$ cat src/rtl/soc_data_bus_router.sv
// Data-bus router: decodes master requests against a base/mask map and routes them to
// one of NUM_SLAVES slaves; in-order responses are tracked by a slave-ID FIFO.
module soc_data_bus_router #(
  parameter int unsigned NUM_SLAVES      = 8,
  parameter int unsigned ADDR_W          = 32,
  parameter int unsigned DATA_W          = 32,
  parameter int unsigned MAX_OUTSTANDING = 2,
  parameter logic [NUM_SLAVES-1:0][ADDR_W-1:0] SLAVE_BASE = {
    32'h0101_0000, 32'h0100_3000, 32'h0100_2000, 32'h0100_1000,
    32'h0100_0000, 32'h0010_0000, 32'h0001_0000, 32'h0000_0000},
  parameter logic [NUM_SLAVES-1:0][ADDR_W-1:0] SLAVE_MASK = {
    32'hFFFF_0000, 32'hFFFF_F000, 32'hFFFF_F000, 32'hFFFF_F000,
    32'hFFFF_F000, 32'hFFFF_C000, 32'hFFFF_C000, 32'hFFFF_F000}
) (
  input  logic                                   clk,
  input  logic                                   rst_n,
  input  logic                                   m_req,
  input  logic                                   m_we,
  input  logic [ADDR_W-1:0]                      m_addr,
  input  logic [DATA_W/8-1:0]                    m_be,
  input  logic [DATA_W-1:0]                      m_wdata,
  output logic                                   m_gnt,
  output logic                                   m_rvalid,
  output logic                                   m_err,
  output logic [DATA_W-1:0]                      m_rdata,
  output logic [NUM_SLAVES-1:0]                  s_req,
  output logic [ADDR_W-1:0]                      s_addr,
  output logic                                   s_we,
  output logic [DATA_W/8-1:0]                    s_be,
  output logic [DATA_W-1:0]                      s_wdata,
  input  logic [NUM_SLAVES-1:0]                  s_gnt,
  input  logic [NUM_SLAVES-1:0]                  s_rvalid,
  input  logic [NUM_SLAVES-1:0]                  s_err,
  input  logic [NUM_SLAVES-1:0][DATA_W-1:0]      s_rdata,
  output logic [$clog2(MAX_OUTSTANDING+1)-1:0]   outstanding,
  output logic                                   spurious_rsp
);

  localparam int unsigned ID_W   = $clog2(NUM_SLAVES + 1);
  localparam int unsigned CNT_W  = $clog2(MAX_OUTSTANDING + 1);
  localparam int unsigned PTR_W  = (MAX_OUTSTANDING > 1) ? $clog2(MAX_OUTSTANDING) : 1;
  localparam int unsigned ERR_ID = NUM_SLAVES;

  logic [CNT_W-1:0] count;
  logic [PTR_W-1:0] wr_ptr;
  logic [PTR_W-1:0] rd_ptr;
  logic [ID_W-1:0]  id_mem [MAX_OUTSTANDING];
  logic             spurious_q;

  logic [ID_W-1:0]  target;
  logic             target_hit;
  logic [PTR_W-1:0] tail_ptr;
  logic [ID_W-1:0]  tail_id;
  logic [ID_W-1:0]  head_id;
  logic             fifo_empty;
  logic             can_issue;
  logic             push;
  logic             pop;
  logic             spurious_c;

  function automatic logic [PTR_W-1:0] ptr_inc(input logic [PTR_W-1:0] p);
    return (p == PTR_W'(MAX_OUTSTANDING - 1)) ? '0 : p + PTR_W'(1);
  endfunction

  // Address decode: lowest-index hit wins, no hit selects the internal error slave
  always_comb begin
    target     = ID_W'(ERR_ID);
    target_hit = 1'b0;
    for (int i = 0; i < int'(NUM_SLAVES); i++) begin
      if (!target_hit && ((m_addr & SLAVE_MASK[i]) == SLAVE_BASE[i])) begin
        target     = ID_W'(i);
        target_hit = 1'b1;
      end
    end
  end

  assign fifo_empty = (count == '0);
  assign tail_ptr   = (wr_ptr == '0) ? PTR_W'(MAX_OUTSTANDING - 1) : wr_ptr - PTR_W'(1);
  assign tail_id    = id_mem[tail_ptr];
  assign head_id    = id_mem[rd_ptr];

  // Only one slave may be in flight at a time so responses cannot reorder
  assign can_issue = (count < CNT_W'(MAX_OUTSTANDING)) && (fifo_empty || (target == tail_id));

  // Request routing and grant pass-through
  always_comb begin
    s_req = '0;
    m_gnt = 1'b0;
    if (target_hit) begin
      for (int i = 0; i < int'(NUM_SLAVES); i++) begin
        if (target == ID_W'(i)) begin
          s_req[i] = m_req & can_issue;
          m_gnt    = m_req & s_gnt[i] & can_issue;
        end
      end
    end else begin
      m_gnt = m_req & can_issue;
    end
  end

  assign s_addr  = m_addr;
  assign s_we    = m_we;
  assign s_be    = m_be;
  assign s_wdata = m_wdata;

  // Response mux driven by the FIFO head
  always_comb begin
    m_rvalid = 1'b0;
    m_err    = 1'b0;
    m_rdata  = '0;
    if (!fifo_empty) begin
      if (head_id == ID_W'(ERR_ID)) begin
        m_rvalid = 1'b1;
        m_err    = 1'b1;
      end else begin
        for (int i = 0; i < int'(NUM_SLAVES); i++) begin
          if (head_id == ID_W'(i)) begin
            m_rvalid = s_rvalid[i];
            m_err    = s_err[i];
            m_rdata  = s_rdata[i];
          end
        end
      end
    end
  end

  // Any rvalid from a slave that is not at the head is dropped and flagged
  always_comb begin
    spurious_c = 1'b0;
    for (int i = 0; i < int'(NUM_SLAVES); i++) begin
      if (s_rvalid[i] && (fifo_empty || (head_id != ID_W'(i)))) begin
        spurious_c = 1'b1;
      end
    end
  end

  assign push = m_req & m_gnt;
  assign pop  = m_rvalid;

  always_ff @(posedge clk or negedge rst_n) begin
    if (!rst_n) begin
      count      <= '0;
      wr_ptr     <= '0;
      rd_ptr     <= '0;
      spurious_q <= 1'b0;
      for (int i = 0; i < int'(MAX_OUTSTANDING); i++) begin
        id_mem[i] <= '0;
      end
    end else begin
      if (push) begin
        id_mem[wr_ptr] <= target;
        wr_ptr         <= ptr_inc(wr_ptr);
      end
      if (pop) begin
        rd_ptr <= ptr_inc(rd_ptr);
      end
      if (push && !pop) begin
        count <= count + CNT_W'(1);
      end else if (pop && !push) begin
        count <= count - CNT_W'(1);
      end
      if (spurious_c) begin
        spurious_q <= 1'b1;
      end
    end
  end

  assign outstanding  = count;
  assign spurious_rsp = spurious_q;

endmodule

$ cat config.mk
export PLATFORM = sky130hd
export DESIGN_NAME = soc_data_bus_router
export DESIGN_NICKNAME = d
export VERILOG_FILES = /design/src/rtl/soc_data_bus_router.sv
export SDC_FILE = /design/constraint.sdc
export NUM_CORES = 1
export LEC_CHECK = 0
export ABC_AREA = 1
export CORE_AREA = 2 2 179 181
export CTS_BUF_LIST = sky130_fd_sc_hd__clkbuf_8 sky130_fd_sc_hd__clkbuf_16
export DETAILED_ROUTE_END_ITERATION = 8
export DIE_AREA = 0 0 181 183
export GPL_TIMING_DRIVEN = 0
export PLACE_DENSITY = 0.53
export SYNTH_ARGS = -nofsm -noshare
export SYNTH_HDL_FRONTEND = slang
export SYNTH_SLANG_ARGS = --single-unit
$ cat constraint.sdc
create_clock -name clk -period 4.2 [get_ports clk]
set_input_delay 1.05 -clock clk [delete_from_list [all_inputs] [get_ports clk]]
set_output_delay 1.05 -clock clk [all_outputs]
set_load 0.01 [all_outputs]
==> key figures <==
Synthesis
  – Asr flop ratio synth: 1.00
  – Synthesized netlist cell count: 714
  – Largest area contributor in the synthesized netlist: sky130_fd_sc_hd__nand2_1
  – Number of enable-type register cells in the synthesized netlist: 0
  – Yosys warnings: 0
  – Most frequent cells after synthesis: sky130_fd_sc_hd__nand2_1, sky130_fd_sc_hd__buf_4, sky130_fd_sc_hd__nor2_1
  – Synth Cell Area: 4010 um^2
  – Synthesis-stage register bit count: 13
  – Top-count cell post-synth: sky130_fd_sc_hd__nand2_1
  – Share of the yosys chip area belonging to registers: 0.0812
  – Post-Synthesis Net Count: 1067
  – Top cell type's share of synthesized area: 0.165
  – Primary FF master, synth: sky130_fd_sc_hd__dfrtp_1
  – Synthesized area per cell: 5.61 um^2
  – Top cells by area in the synthesized netlist: sky130_fd_sc_hd__nand2_1, sky130_fd_sc_hd__buf_4, sky130_fd_sc_hd__dfrtp_1
  – Synth cell types: 40

Drt
  – Routed wirelength normalized by instance count: 19.2 um
  – Router iterations before antenna repair: 5
  – Remaining number of nets flagged by the antenna check after routing: 0
  – Number of remaining DRC errors: 0
  – Vias: 6691
  – Number of DRC markers after the initial detailed-route iteration: 468
  – Drt via density: 4.26
  – Routed WL: 30200 um

Global route
  – Global-route wire length before repair: 41800 um
  – Number of global-route vias before repair: 6506
  – Remaining global-route overflow: 0
  – Pin count of the biggest net entering global routing: 14
  – Global router's overall resource usage: 0.167
  – Number of antenna violations at the first check in global routing: 4

Layout
  – Non-filler instance count after layout: 1572
  – Ratio of cells with drive above 1 in the final layout: 0.210
  – Share of the core filled with cells in the final layout: 0.303
  – Layout-stage area growth over the synthesis result: 137%
  – Final #Nets: 1522

Clock network
  – Total number of H-tree levels: 1
  – Clock insertion delay at the later pin of the skew report: 0.24 ns
  – Longest Clk Path Bufs: 2
  – TritonCTS clock tree: done
  – Inserted Clock Buffers: 3
  – Clock sink total: 13
  – Clock input transition at the sequential cells of the worst setup and hold paths: 0.04 ns
  – Root Buffer Master: sky130_fd_sc_hd__clkbuf_16

Worst setup path
  – Worst Reg2Reg Path Length in Cells: 15
  – Kind of start point of the critical path: register
  – Cell family with most CP delay: buffers and inverters
  – Delay of the slowest critical-path stage: 0.57 ns
  – Worst EP arrival: 3.06 ns
  – Critical path buffers and inverters: 3
  – Capture point of the worst reg-to-reg path: outstanding[1]$_DFFE_PN0P_
  – CP Max Fanout: 10
  – Worst-path cell chain: o21ai_2, nor2_4, nand2_2, clkbuf_2, nor2_1, o2111ai_2, o21ai_1, nand3_1, o211ai_1, inv_1, clkdlybuf4s50_1
  – Worst-path cell with the longest stage delay: sky130_fd_sc_hd__clkdlybuf4s50_1
  – Reg2Reg Launch Point: rd_ptr$_DFFE_PN0P_
  – Setup Crit Path Kind: register to output pin
  – Required @ worst endpoint: 3.15 ns
  – Internal reg-to-reg setup slack: 1.20 ns
  – Endpoint class of the critical path: output pin

Min path
  – Worst Hold End: id_mem[5]$_DFFE_PN0P_
  – Count of cells along the worst hold path: 2
  – Startpoint of the worst hold path: id_mem[5]$_DFFE_PN0P_
  – Worst min-delay path category: register to register

STA
  – Skew final: 0.000760 ns
  – Final Hold Violating Endpoints: 0
  – Worst Max-Slew Pin Slew: 0.734 ns
  – Max Clock Freq: 243 MHz
  – Summed negative setup slack over all endpoints: 0 ns
  – Number of setup violations in the final report: 0
  – RSZ-0062 raised after global routing: yes
  – Final Critical Period: 4.11 ns
  – Remaining max-slew budget at the tightest pin: 0.511
  – Number of slew-limit violations in the final report: 0
  – Portion of the clock cycle consumed by the worst path in the final layout: 0.979

Flow run
  – Number of max-cap violations: 0

Floorplan
  – Width of the chip: 181 um
  – Initial Utilization: 0.128
  – Io pins: 467
  – Die area: 33100 um^2
  – Number of rows created at floorplan: 65
  – CORE AREA: 31200 um^2
  – Height of the die: 183 um

Run status
  – Outcome: finished clean

Pwr
  – Pwr Density: 272 nW/um^2
  – Leakage power of the design: 4.06 nW
  – Peak VDD IR: 0.312 mV

Placed design
  – Count of input and output buffers: 417
  – Detail Placement HPWL: 25700 um
  – Final weighted congestion in routability-driven placement: 0.884
  – Inst Count DP: 1533
## final cells by class
class                           count  area (um^2)
Fill cell                        3467        21800
Timing Repair Buffer              451         4350
Multi-Input combinational cell    517         3130
Buffer                            110          796
Tap cell                          402          503
Sequential cell                    13          327
Inverter                           73          285
Clock buffer                        3         75.1
Antenna cell                        2         5.00
Clock inverter                      1         3.75
## sequential cells by signal, summed over array words and instances (netlist names)
register      count
outstanding       2
rd_ptr            1
spurious_rsp      1
wr_ptr            1
id_mem            8
## per-stage QoR
stage	cell area [um^2]	worst slack [ns]	hold slack [ns]	total power, mW
2_1_floorplan	4010	0.537	0.442	1.12
3_3_place_gp	8680	-0.727	0.464	2.24
3_5_place_dp	8680	-0.737	0.462	2.25
4_1_cts	9150	-0.0587	0.474	2.54
5_1_grt	9470	-0.102	0.499	2.78
6_report	9480	0.0886	0.472	2.58
## timing repair
item | CTS | global route
gates resized for setup | 116 | 112
endpoints found under the setup margin | 42 | 42
setup buffers | 19 | 15
pin swaps | 28 | 37
hold buffers | 0 | 0
## cell families after synthesis
kind of cell | synth area share
compound gates | 0.295
xor+xnor | 0.00875
fa+ha+maj | 0.00312
buf+inv | 0.244
flops | 0.0812
simple gates | 0.368
## power breakdown
| part | internal [mW] | switching [mW] |
|---|---|---|
| Clock | 0.125 | 0.0495 |
| Sequential | 0.160 | 0.0482 |
| Combinational | 1.08 | 1.11 |
| Total | 1.37 | 1.21 |
## how the worst max path moves through the flow
stage,from,endpoint,slack [ns],depth (start not counted)
after floorplan,m_addr[29],m_gnt,0.54,15
after global placement,m_addr[29],m_gnt,-0.73,16
after detailed placement,m_addr[29],m_gnt,-0.74,16
after CTS,rd_ptr$_DFFE_PN0P_,m_rdata[23],-0.06,13
after global routing,rd_ptr$_DFFE_PN0P_,m_rdata[22],-0.10,14
final,rd_ptr$_DFFE_PN0P_,m_rdata[10],0.09,11
## metal layers
layer / vias to the layer above / wire (um) / track usage
met5: - / 16 / 0
met4: 2 / 279 / 0.0179
met3: 20 / 1840 / 0.0306
met2: 242 / 14700 / 0.287
met1: 3115 / 13400 / 0.225
li1: 3312 / - / -
## worst min-delay path: cells and delay by family, from the launching register on
family / cells / cell delay [ns]
and+or+nand+nor: 2 / 0.09
DFF: 1 / 0.34
## cells in the final DEF, fill, tap and decap left out, types with 3 or more instances in the layout
cell | Yosys | routed
sky130_fd_sc_hd__nor2_2 | 4 | 5
sky130_fd_sc_hd__clkbuf_16 | 0 | 3
sky130_fd_sc_hd__dlygate4sd2_1 | 0 | 11
sky130_fd_sc_hd__buf_4 | 69 | 106
sky130_fd_sc_hd__o2111ai_1 | 30 | 17
sky130_fd_sc_hd__a221oi_2 | 1 | 3
sky130_fd_sc_hd__clkbuf_1 | 29 | 7
sky130_fd_sc_hd__clkinv_1 | 4 | 3
sky130_fd_sc_hd__nand4_1 | 20 | 20
sky130_fd_sc_hd__nand3_1 | 40 | 30
sky130_fd_sc_hd__nor2_1 | 65 | 51
sky130_fd_sc_hd__o211ai_1 | 31 | 31
sky130_fd_sc_hd__o21ai_4 | 0 | 3
sky130_fd_sc_hd__nand2_1 | 176 | 169
sky130_fd_sc_hd__buf_6 | 2 | 8
sky130_fd_sc_hd__a21oi_1 | 48 | 47
sky130_fd_sc_hd__clkdlybuf4s50_1 | 0 | 386
sky130_fd_sc_hd__inv_1 | 64 | 63
sky130_fd_sc_hd__dfrtp_1 | 13 | 12
sky130_fd_sc_hd__clkdlybuf4s15_1 | 0 | 4
sky130_fd_sc_hd__nand2_2 | 8 | 5
sky130_fd_sc_hd__o21ai_2 | 0 | 5
sky130_fd_sc_hd__clkbuf_2 | 0 | 20
sky130_fd_sc_hd__buf_2 | 10 | 9
sky130_fd_sc_hd__o21ai_0 | 13 | 12
sky130_fd_sc_hd__clkbuf_4 | 0 | 7
sky130_fd_sc_hd__nand3_2 | 5 | 11
sky130_fd_sc_hd__a31oi_1 | 31 | 31
sky130_fd_sc_hd__nand3_4 | 1 | 5
sky130_fd_sc_hd__inv_2 | 5 | 4
sky130_fd_sc_hd__o2111ai_2 | 0 | 13
sky130_fd_sc_hd__nor2_4 | 2 | 15
sky130_fd_sc_hd__inv_4 | 0 | 3
sky130_fd_sc_hd__o21ai_1 | 20 | 13
sky130_fd_sc_hd__nand3b_1 | 3 | 3
sky130_fd_sc_hd__nand2_4 | 0 | 10
No activity file was read; power rests on OpenSTA's default activity.
